## config.mk

```make
export PLATFORM = sky130hd
export DESIGN_NAME = cpu6_pipeline_drain_ctrl_flat
export DESIGN_NICKNAME = d
export VERILOG_FILES = /design/src/rtl/cpu6_pipeline_drain_ctrl_if.sv /design/src/rtl/cpu6_pipeline_drain_ctrl.sv /design/src/flat_wrapper.sv
export SDC_FILE = /design/constraint.sdc
export NUM_CORES = 1
export LEC_CHECK = 0
export BUFFER_PORTS_ARGS = -buffer_cell sky130_fd_sc_hd__buf_2
export CORE_ASPECT_RATIO = 0.9
export CORE_UTILIZATION = 45
export DETAILED_ROUTE_END_ITERATION = 12
export PLACE_DENSITY = 0.66
export SYNTH_ARGS = -nofsm -noshare
export SYNTH_HDL_FRONTEND = slang
export SYNTH_SLANG_ARGS = --single-unit
```

## constraint.sdc

```tcl
create_clock -name clk -period 2.4 [get_ports clk]
set_clock_uncertainty 0.15 [all_clocks]
set_input_delay 0.12 -clock clk [delete_from_list [all_inputs] [get_ports clk]]
set_output_delay 0.12 -clock clk [all_outputs]
set_load 0.05 [all_outputs]
```

## src/rtl/cpu6_pipeline_drain_ctrl_if.sv

```systemverilog
// Handshake bundle between the decode/hazard logic and the pipeline drain sequencer.
// The master side raises drain requests and consumes the stall/bubble controls.
interface cpu6_pipeline_drain_ctrl_if #(
   parameter int CNT_W = 16
);
   logic             empty_pipeline_reqD;
   logic             empty_pipeline_reqW;
   logic             flush_in;
   logic             err_clr;
   logic             stallF;
   logic             stallD;
   logic             bubbleE;
   logic             drain_busy;
   logic             drain_done;
   logic             drain_abort;
   logic             drain_timeout;
   logic [CNT_W-1:0] drain_cnt;

   modport master (
      output empty_pipeline_reqD, empty_pipeline_reqW, flush_in, err_clr,
      input  stallF, stallD, bubbleE, drain_busy, drain_done, drain_abort,
             drain_timeout, drain_cnt
   );

   modport slave (
      input  empty_pipeline_reqD, empty_pipeline_reqW, flush_in, err_clr,
      output stallF, stallD, bubbleE, drain_busy, drain_done, drain_abort,
             drain_timeout, drain_cnt
   );
endinterface

```

## src/rtl/cpu6_pipeline_drain_ctrl.sv

```systemverilog
// Pipeline drain sequencer: holds fetch/decode and bubbles E until the drain marker
// retires at W, then waits SETTLE_CYCLES before releasing the front end.
module cpu6_pipeline_drain_ctrl #(
   parameter int SETTLE_CYCLES = 2,
   parameter int TIMEOUT       = 64,
   parameter int CNT_W         = 16
) (
   input  logic                             clk,
   input  logic                             reset,
   cpu6_pipeline_drain_ctrl_if.slave        drainIf
);
   typedef enum logic [1:0] {
      IDLE   = 2'd0,
      DRAIN  = 2'd1,
      SETTLE = 2'd2
   } stateT;

   localparam logic [7:0] WAIT_LAST   = 8'(TIMEOUT - 1);
   localparam logic [3:0] SETTLE_LAST = 4'((SETTLE_CYCLES == 0) ? 0 : SETTLE_CYCLES - 1);

   stateT            stateReg;
   logic [7:0]       waitCntReg;
   logic [3:0]       settleCntReg;
   logic             doneReg;
   logic             abortReg;
   logic             timeoutReg;
   logic [CNT_W-1:0] cntReg;
   logic             busy;
   logic             finishOk;

   assign busy = (stateReg != IDLE);

   // A drain completes normally either straight from DRAIN (no settle) or at the end of SETTLE.
   assign finishOk = !drainIf.flush_in &&
                     (((stateReg == DRAIN) && drainIf.empty_pipeline_reqW && (SETTLE_CYCLES == 0)) ||
                      ((stateReg == SETTLE) && (settleCntReg == SETTLE_LAST)));

   always_ff @(posedge clk or negedge reset) begin
      if (!reset) begin
         stateReg     <= IDLE;
         waitCntReg   <= '0;
         settleCntReg <= '0;
         doneReg      <= 1'b0;
         abortReg     <= 1'b0;
         timeoutReg   <= 1'b0;
         cntReg       <= '0;
      end else begin
         doneReg  <= 1'b0;
         abortReg <= 1'b0;
         if (drainIf.err_clr) begin
            timeoutReg <= 1'b0;
         end
         if (finishOk && !(&cntReg)) begin
            cntReg <= cntReg + 1'b1;
         end
         case (stateReg)
            IDLE: begin
               if (drainIf.empty_pipeline_reqD && !drainIf.flush_in) begin
                  stateReg   <= DRAIN;
                  waitCntReg <= '0;
               end
            end
            DRAIN: begin
               if (drainIf.flush_in) begin
                  stateReg <= IDLE;
                  abortReg <= 1'b1;
               end else if (drainIf.empty_pipeline_reqW) begin
                  if (SETTLE_CYCLES == 0) begin
                     stateReg <= IDLE;
                     doneReg  <= 1'b1;
                  end else begin
                     stateReg     <= SETTLE;
                     settleCntReg <= '0;
                  end
               end else if (waitCntReg == WAIT_LAST) begin
                  // Timeout set overrides a simultaneous err_clr.
                  stateReg   <= IDLE;
                  abortReg   <= 1'b1;
                  timeoutReg <= 1'b1;
               end else begin
                  waitCntReg <= waitCntReg + 8'd1;
               end
            end
            SETTLE: begin
               if (drainIf.flush_in) begin
                  stateReg <= IDLE;
                  abortReg <= 1'b1;
               end else if (settleCntReg == SETTLE_LAST) begin
                  stateReg <= IDLE;
                  doneReg  <= 1'b1;
               end else begin
                  settleCntReg <= settleCntReg + 4'd1;
               end
            end
            default: stateReg <= IDLE;
         endcase
      end
   end

   assign drainIf.stallF        = busy;
   assign drainIf.stallD        = busy;
   assign drainIf.bubbleE       = busy;
   assign drainIf.drain_busy    = busy;
   assign drainIf.drain_done    = doneReg;
   assign drainIf.drain_abort   = abortReg;
   assign drainIf.drain_timeout = timeoutReg;
   assign drainIf.drain_cnt     = cntReg;
endmodule

```

## src/flat_wrapper.sv

```systemverilog
// flat-port wrapper written by rule: the top's interface ports become plain ports
module cpu6_pipeline_drain_ctrl_flat 
#(
   parameter int SETTLE_CYCLES = 2,
   parameter int TIMEOUT       = 64,
   parameter int CNT_W         = 16
)
  (clk, reset, drainIf_empty_pipeline_reqD, drainIf_empty_pipeline_reqW, drainIf_flush_in, drainIf_err_clr, drainIf_stallF, drainIf_stallD, drainIf_bubbleE, drainIf_drain_busy, drainIf_drain_done, drainIf_drain_abort, drainIf_drain_timeout, drainIf_drain_cnt);
  cpu6_pipeline_drain_ctrl_if #(.CNT_W(CNT_W)) drainIf_i ();
  input  logic clk;
  input  logic reset;
  input wire logic [$bits(drainIf_i.empty_pipeline_reqD)-1:0] drainIf_empty_pipeline_reqD;
  input wire logic [$bits(drainIf_i.empty_pipeline_reqW)-1:0] drainIf_empty_pipeline_reqW;
  input wire logic [$bits(drainIf_i.flush_in)-1:0] drainIf_flush_in;
  input wire logic [$bits(drainIf_i.err_clr)-1:0] drainIf_err_clr;
  output wire logic [$bits(drainIf_i.stallF)-1:0] drainIf_stallF;
  output wire logic [$bits(drainIf_i.stallD)-1:0] drainIf_stallD;
  output wire logic [$bits(drainIf_i.bubbleE)-1:0] drainIf_bubbleE;
  output wire logic [$bits(drainIf_i.drain_busy)-1:0] drainIf_drain_busy;
  output wire logic [$bits(drainIf_i.drain_done)-1:0] drainIf_drain_done;
  output wire logic [$bits(drainIf_i.drain_abort)-1:0] drainIf_drain_abort;
  output wire logic [$bits(drainIf_i.drain_timeout)-1:0] drainIf_drain_timeout;
  output wire logic [$bits(drainIf_i.drain_cnt)-1:0] drainIf_drain_cnt;
  assign drainIf_i.empty_pipeline_reqD = drainIf_empty_pipeline_reqD;
  assign drainIf_i.empty_pipeline_reqW = drainIf_empty_pipeline_reqW;
  assign drainIf_i.flush_in = drainIf_flush_in;
  assign drainIf_i.err_clr = drainIf_err_clr;
  assign drainIf_stallF = drainIf_i.stallF;
  assign drainIf_stallD = drainIf_i.stallD;
  assign drainIf_bubbleE = drainIf_i.bubbleE;
  assign drainIf_drain_busy = drainIf_i.drain_busy;
  assign drainIf_drain_done = drainIf_i.drain_done;
  assign drainIf_drain_abort = drainIf_i.drain_abort;
  assign drainIf_drain_timeout = drainIf_i.drain_timeout;
  assign drainIf_drain_cnt = drainIf_i.drain_cnt;
  cpu6_pipeline_drain_ctrl #(.SETTLE_CYCLES(SETTLE_CYCLES), .TIMEOUT(TIMEOUT), .CNT_W(CNT_W)) u_core (.clk(clk), .reset(reset), .drainIf(drainIf_i));
endmodule
```

### After elaboration in Yosys (flattened, before gate mapping)

Cells that the tools add are included.

| storage, ports and cells | value |
|---|---|
| bits in latches | 0 |
| ROM bits | 0 |
| memories kept | 0 |
| register bits after elaboration | 33 |
| bits in writable memories | 0 |
| input port bits | 6 |

| operators by class | value |
|---|---|
| $add $sub $neg | 3 |
| shifts and indexed selects | 0 |
| multipliers | 0 |
| bitwise logic cells | 0 |
| muxes and demuxes | 30 |
| divide/modulo/power cells | 0 |
| reductions and logical operators | 14 |
| order comparisons | 0 |
| eq/ne operators | 13 |

Operators by type and width:

| kind | count |
|---|---|
| 8-bit 2-to-1 mux | 4 |
| 16-bit by 1-bit adder with 16-bit output, second input constant | 1 |
| 4-bit 2-to-1 mux | 4 |
| 8-bit case mux with 2 select lines | 1 |
| 16-bit AND reduction | 1 |
| 1-bit 2-to-1 mux | 12 |
| 2-bit 2-to-1 mux | 6 |
| 2-bit inequality test, second input constant | 6 |
| 5-bit AND reduction | 2 |
| 8-bit by 1-bit adder with 8-bit output, second input constant | 1 |
| 8-bit by 6-bit == test with 1-bit output, second input constant | 1 |
| 4-bit case mux with 2 select lines | 1 |
| 2-bit case mux with 3 select lines | 1 |
| 2-bit nonzero test | 3 |
| 4-bit by 1-bit adder with 4-bit output, second input constant | 1 |
| 4-bit by 1-bit == test with 1-bit output, second input constant | 1 |
| 1-bit logical AND | 4 |
| 4-bit inequality test, second input constant | 1 |
| 3-bit inequality test, second input constant | 1 |
| 3-bit AND reduction | 1 |
| 2-bit by 1-bit == test with 1-bit output, second input constant | 1 |
| 2-bit == test, second input constant | 1 |
| 1-bit logical NOT | 2 |
| 2-bit logical NOT | 1 |
| 2 further kinds | 2 |

### Logic depth before layout (Yosys ltp)

Gate-level depths: netlist (run 1).

| depth | value |
|---|---|
| depth after elaboration | 5 |
| gate-level depth with buffers | 7 |

### Worst setup path before layout (run 1)

No wires, ideal clock.

| path | value |
|---|---|
| path type | reg2reg |
| start | register u_core.cntReg[0], in the netlist u_core.drainIf.drain_cnt[0] |
| end | register u_core.cntReg[1], in the netlist u_core.drainIf.drain_cnt[1] |
| data arrival time | 2,108 ps |
| path slack | 18 ps |
| clock period less this slack | 2,382 ps |
| stages on the path, launching flop included | 7 |
| required time | 2,125 ps |
| cell sequence | dfrtp_1 -> ha_1 -> nand4_1 -> or2_2 -> clkbuf_1 -> o21ai_2 -> mux2_2 |

| on the way | value |
|---|---|
| cells in the longest elaborated chain, start to end | 3 |

Ends and longest elaborated chain:

| what | line | source |
|---|---|---|
| from (decl) | cpu6_pipeline_drain_ctrl.sv:27 | `logic [CNT_W-1:0] cntReg;` |
| from (signal assigned) | cpu6_pipeline_drain_ctrl.sv:54 | `cntReg <= cntReg + 1'b1;` |
| parallel branches: the longest is 3 deep, another holds 16-bit by 1-bit adder with 16-bit output | n/a |  |

Several ways; the timed one is not identified.
A chain may end at the register's enable or synchronous reset.

### Final worst setup path (run 1)

| path | value |
|---|---|
| start | register u_core.stateReg[1] |
| end | register u_core.waitCntReg[1] |

| on the way | value |
|---|---|
| cells in the longest elaborated chain, start to end | 3 |

Ends and longest elaborated chain:

| what | line | source |
|---|---|---|
| from (decl) | cpu6_pipeline_drain_ctrl.sv:21 | `stateT stateReg;` |
| from (signal assigned) | cpu6_pipeline_drain_ctrl.sv:40 | `stateReg <= IDLE;` |
| from (signal assigned) | cpu6_pipeline_drain_ctrl.sv:59 | `stateReg <= DRAIN;` |
| from (signal assigned) | cpu6_pipeline_drain_ctrl.sv:65 | `stateReg <= IDLE;` |
| 2-bit by 1-bit == test with 1-bit output / 2-bit logical NOT (equally long branches) | n/a |  |
| 2-bit inequality test (no source line) (tied with other cells) | n/a |  |
| 5-bit AND reduction (no source line) | n/a |  |
| to (signal assigned) | cpu6_pipeline_drain_ctrl.sv:81 | `waitCntReg <= waitCntReg + 8'd1;` |
| to (decl) | cpu6_pipeline_drain_ctrl.sv:22 | `logic [7:0] waitCntReg;` |

Several ways; a longest one is shown, not always the timed one.

==> results of run 1 <==
[tightest hold or removal path: cells and delay by family]
family | cells | cell delay, ps
AND/OR/NAND/NOR | 1 | 80
AO/OA/AOI/OAI | 1 | 80
buffers and inverters | 1 | 170
[final cells by class]
cell class | count | area share [%]
Clock buffer | 6 | 3.39
Clock inverter | 2 | 0.468
Inverter | 8 | 1.40
Multi-Input combinational cell | 137 | 45.6
Sequential cell | 33 | 38.6
Tap cell | 46 | 2.69
Timing Repair Buffer | 31 | 7.83
[state kept, by name, indices dropped and copies added (netlist names)]
signal                        flops
u_core.waitCntReg                 8
u_core.drainIf.drain_abort        1
u_core.drainIf.drain_cnt         16
u_core.settleCntReg               4
u_core.drainIf.drain_timeout      1
u_core.stateReg                   2
u_core.drainIf.drain_done         1
[timing repair]
item | in CTS | in global routing
hold buffers | 2 | 0
setup endpoints to repair | 0 | 0
hold endpoints to repair | 34 | 0
gates resized for setup | 0 | 0
[where the power goes]
group / total (uW) / leakage, uW / switching [uW] / internal, uW
Combinational: 770 / 0.000474 / 517 / 253
Clock: 411 / 0.0000450 / 210 / 201
Sequential: 707 / 0.000453 / 80.2 / 627
Total: 1890 / 0.000972 / 807 / 1080
[cell usage after synthesis (all sizes together), types with 2 or more instances]
library cell / instances / area, sq um
or3b: 2 / 17.5
a21oi: 5 / 25.0
nand2: 12 / 45.0
nor2: 8 / 32.5
or3: 2 / 12.5
clkbuf: 5 / 18.8
a31oi: 7 / 43.8
or2: 2 / 12.5
o21ai: 8 / 43.8
xnor2: 13 / 114
inv: 8 / 30.0
nand2b: 2 / 12.5
a21boi: 2 / 15.0
ha: 8 / 100
mux2: 5 / 60.1
mux2i: 2 / 20.0
nor3: 6 / 35.0
nand3: 6 / 30.0
o32ai: 2 / 17.5
buf: 5 / 32.5
o211ai: 7 / 52.6
o311ai: 2 / 17.5
and2: 2 / 12.5
and3: 7 / 43.8
nor3b: 2 / 15.0
a22o: 2 / 17.5
o41ai: 2 / 17.5
nand4: 7 / 43.8
dfrtp: 33 / 826
a211o: 2 / 17.5
[kinds of logic after synthesis]
family	after synthesis	synth area share [%]
muxes	7	4.25
DFF	33	43.8
buffers and inverters	18	4.32
and+or+nand+nor	65	19.9
AOI/OAI and AO/OA	43	15.9
xor gates and xnor gates	14	6.51
adders and majority gates	8	5.31
[how the worst min path moves through the flow]
stage / start / cells after the start / end / slack [ps]
final: drainIf_flush_in / 3 / u_core.drainIf.drain_abort / 60
after global routing: drainIf_flush_in / 3 / u_core.drainIf.drain_abort / 60
after CTS: drainIf_flush_in / 3 / u_core.drainIf.drain_abort / 50
after detailed placement: reset / 1 / u_core.waitCntReg[1] / 80
after global placement: reset / 1 / u_core.waitCntReg[1] / 70
after floorplan: reset / 0 / u_core.drainIf.drain_abort / -330
[metrics by stage]
step           utilization, %  cells  hold slack [ps]
5_1_grt                  55.4    263             62.2
2_1_floorplan               -    188             -326
4_1_cts                  55.4    263             54.9
3_3_place_gp             52.8    253             65.9
6_report                 55.4    263             58.7
3_5_place_dp             52.8    253             80.3
[layer usage]
layer | global-route usage, % | up-vias | wire [um]
li1 | - | 756 | -
met1 | 27.0 | 756 | 1970
met2 | 31.4 | 36 | 1840
met3 | 6.40 | 2 | 155
met4 | 4.50 | 0 | 18
met5 | 0 | - | 0
==> flow_summary.yaml, run 1 <==
sta:
  post-route-min-period_ps: 2280
  relSlewSlack_pct: 51.1
  finalSetupViolCount: 0
  rsz0062_at_grt: "no"
  timing.setup.tns_ps: 0
  worst_pin_slew_ps: 734
  hold_viol: 0
  fin_crit_sh_pct: 95.1
  drv_slew: 0
  fmax_mhz: 438
  fin_ws_ps: 119
clock_tree:
  htreeDepth: 2
  postCtsSetupBuffers: 0
  tritoncts: "built"
  clock_latency_ps: 280
  clk_pin_slew_ps: 70
  cts_sinks: 33
  cts_made_buffers: 5
  root_buffer: "clkbuf_8"
  cts_max_path_buffers: 2
power:
  p_total_uw: 1890
  powerDensity_mw_per_mm2: 882
  ir_drop_v: 0.000471
  leakagePower_uw: 0.000972
placed_design:
  placed_area_sq_mm: 0.00204
  pre_cts_slack_ps: 143
  port_buffers: 28
  dp_hpwl_um: 2900
  place.gp.congestion: 0.844
global_route:
  grt_antenna_before_repair: 0
  grt_remaining_overflow: 0
  grt_use_total_pct: 20.0
  grt_pass1_wl_um: 7000
  grt_max_degree: 34
  grt_pass1_vias: 1477
route:
  drc: 0
  dr.pass1.iters: 4
  drtIter0Drc: 138
  wl_per_cell_um: 15.2
  vias_per_cell: 5.89
  vias: 1550
  finalWirelength_um: 3990
  ant_nets: 0
final_layout:
  final_common_cell: "dfrtp_1"
  regArea_sq_um: 826
  nNetsFinal: 230
  multi_input_area_sq_um: 977
  fill_cells: 367
  num_antenna_cells: 0
  most-common-layout-cells: "dfrtp_1 (33), buf_2 (28), xnor2_1 (13)"
  fin_area_sq_mm: 0.00214
  area_delta_synth_final_pct: 13.6
  drive_above_1_share_pct: 22.1
setup_path:
  crit_family: "compound AO/OA/AOI/OAI gates"
  ff2ff_path_depth: 6
  path_class: "register to register"
  r2r-start: "u_core.stateReg[1]"
  cp_slowest_cell: "or3b_1"
  crit_end: "u_core.waitCntReg[1]"
  reg2reg_slack_ps: 120
  startpoint_type: "register"
  r2r-end: "u_core.waitCntReg[1]"
  cp.required_ps: 2430
  cp.depth: 6
  timing.critical_path.buf_inv: 1
  cp_max_fo: 7
  end_kind: "register"
  crit_chain: "inv_1 -> ha_1 -> or3b_1 -> a211o_1 -> mux2_4 -> a22o_1"
  slowest_delay_ps: 470
  cp.arrival_ps: 2310
  worstSetupStartpoint: "u_core.stateReg[1]"
yosys:
  netlist_instances: 188
  async_flop_share_pct: 100
  avgSynthCellArea_sq_um: 10.0
  synth_area_sq_mm: 0.00188
  ys_seq_area_share_pct: 43.8
  synth_nets: 202
  synth-edff-count: 0
  yosys_warnings: 0
  ys.flop_type: "dfrtp_1"
  ys_seq_elements: 33
  yosys.cell_types.count: 49
floorplanning:
  num_rows: 21
  dieArea_sq_mm: 0.00445
  dieWidth_um: 70.2
  ios: 29
  start_util_pct: 48.8
  core-area_sq_mm: 0.00386
  die_h_um: 63.4
status:
  status: "completed"
flow_run:
  max_cap_viol_count: 0
min_path:
  hp-class: "input port to register"
No activity file was read; power rests on OpenSTA's default activity.
==> run 2: changes to the inputs <==
Settings changed: BUFFER_PORTS_ARGS -buffer_cell sky130_fd_sc_hd__buf_2 to not set, DONT_BUFFER_PORTS set to 1, PLACE_DENSITY 0.66 to not set.
==> run 2 against run 1 <==
  * Routed wire length increased by 0.10%
  * Global-route usage grew 0.21 points
  * Count of clock-buffer cells in the layout grew 1
  * Via count is 3.5% lower
  * Non-clock buffer count decreased by 6
  * Die area stayed put
  * Sequential power is 3.0% higher
  * Register-to-register slack better by 20 ps
  * Setup slack improved by 23 ps
  * Largest power group unchanged
  * Highest routed layer unchanged
==> flow_summary.yaml, run 2 (synthesis gave the netlist of run 1 again) <==
clock_tree:
  root_buffer: "clkbuf_8"
  htreeDepth: 2
  hold_buffers: 7
  cts_made_buffers: 5
  clk_pin_slew_ps: 70
  cts_max_path_buffers: 2
  clock_latency_ps: 290
  cts_sinks: 33
  cts_resized: 0
  postCtsSetupBuffers: 0
  tritoncts: "built"
sta:
  post-route-min-period_ps: 2260
  fmax_mhz: 443
  relSlewSlack_pct: 64.0
  finalSetupViolCount: 0
  worst_pin_slew_ps: 545
  hold_viol: 0
  rsz0062_at_grt: "no"
  timing.setup.tns_ps: 0
  drv_slew: 0
  fin_crit_sh_pct: 94.1
global_route:
  grt_pass1_vias: 1516
  grt_max_degree: 34
  grt_use_total_pct: 20.2
  grt_pass1_wl_um: 7090
  grt_antenna_before_repair: 0
  grt_remaining_overflow: 0
floorplanning:
  ios: 29
  die_h_um: 63.4
  dieArea_sq_mm: 0.00445
  start_util_pct: 48.8
  dieWidth_um: 70.2
  num_rows: 21
  core-area_sq_mm: 0.00386
final_layout:
  num_antenna_cells: 0
  nNetsFinal: 224
  largest_reg_flops: 16
  most-common-layout-cells: "dfrtp_1 (33), buf_4 (18), xnor2_1 (13)"
  fill_cells: 335
  drive_above_1_share_pct: 18.5
  final_common_cell: "dfrtp_1"
  area_delta_synth_final_pct: 17.9
route:
  wl_per_cell_um: 15.5
  finalWirelength_um: 3990
  dr.pass1.iters: 4
  vias: 1495
  drtIter0Drc: 119
  vias_per_cell: 5.82
  ant_nets: 0
  drc: 0
setup_path:
  cp.arrival_ps: 2290
  reg2reg_slack_ps: 140
  startpoint_type: "register"
  path_class: "register to register"
  cp.required_ps: 2430
  end_kind: "register"
  r2r-end: "u_core.waitCntReg[1]"
  r2r-start: "u_core.stateReg[1]"
  ff2ff_path_depth: 6
  cp_max_fo: 7
power:
  power.internal_uw: 1210
  ir_drop_v: 0.000607
  leakagePower_uw: 0.000964
  powerDensity_mw_per_mm2: 901
  power.share.sequential_pct: 36.3
  p_total_uw: 2000
  p_comb_share_pct: 36.6
  clkPwrFrac_pct: 27.1
  swShare_pct: 39.5
  p_switching_uw: 791
min_path:
  worstHoldStart: "drainIf_flush_in"
  hold-path-endpoint: "u_core.drainIf.drain_timeout"
  holdPathStages: 2
  hp-class: "input port to register"
flow_run:
  max_cap_viol_count: 0
status:
  status: "completed"
placed_design:
  place.gp.congestion: 0.826
  dp_hpwl_um: 2900
  port_buffers: 0
run 2: cell types whose count changed in the layout (fill, tap and decap cells not counted), sizes merged:
cell	delta
buf	-10
clkbuf	+1
clkinv	-2
dlygate4sd3	+4
bufinv	+1
run 2: worst max-delay path by stage:
stage | from | to | slack (ps) | depth (start not counted)
final | u_core.stateReg[1] | u_core.waitCntReg[1] | 140 | 6
after global routing | u_core.stateReg[1] | u_core.waitCntReg[1] | 30 | 6
after CTS | u_core.stateReg[1] | u_core.waitCntReg[1] | 160 | 6
after detailed placement | u_core.stateReg[1] | u_core.waitCntReg[1] | 160 | 6
after global placement | u_core.stateReg[1] | u_core.waitCntReg[1] | 230 | 6
after floorplan | u_core.drainIf.drain_cnt[0] | u_core.drainIf.drain_cnt[1] | 20 | 6
run 2: metal layers:
| metal | GRT usage [%] | vias to the layer above | wire length (um) |
|---|---|---|---|
| li1 | - | 737 | - |
| met1 | 26.7 | 722 | 1890 |
| met2 | 31.9 | 31 | 1870 |
| met3 | 5.28 | 5 | 185 |
| met4 | 7.50 | 0 | 53 |
| met5 | 0 | - | 0 |
run 2: final cells by class:
| type | count | area, sq um | area share, % |
|---|---|---|---|
| well taps | 46 | 57.6 | 2.59 |
| repair buffers | 25 | 215 | 9.68 |
| multi-input cells | 137 | 977 | 44.0 |
| clock inverters | 1 | 30.0 | 1.35 |
| clock buffers | 7 | 86.3 | 3.89 |
| inverters | 8 | 30.0 | 1.35 |
| flip-flops and latches | 33 | 826 | 37.2 |
run 2: metrics by stage:
step	area [sq um]	setup slack, ps	instances	hold WS, ps	util (%)
2_1_floorplan	1880	17.6	188	-326	-
3_3_place_gp	2030	228	242	-325	52.4
3_5_place_dp	2030	162	242	-325	52.4
4_1_cts	2220	155	257	19.6	57.5
5_1_grt	2220	25.9	257	59.3	57.5
6_report	2220	142	257	32.0	57.5
run 2: power groups by stage:
stage	clock network (uW)	registers [uW]	logic [uW]
2_1_floorplan	0	733	609
3_3_place_gp	0	731	674
3_5_place_dp	0	737	695
4_1_cts	562	725	730
5_1_grt	581	741	799
6_report	542	728	733
run 2: worst max-delay path: stages (launching register included):
cell and delay (ps):
dfrtp_1 390, inv_1 100, ha_1 170, or3b_1 460
a211o_1 380, mux2_4 320, a22o_1 180
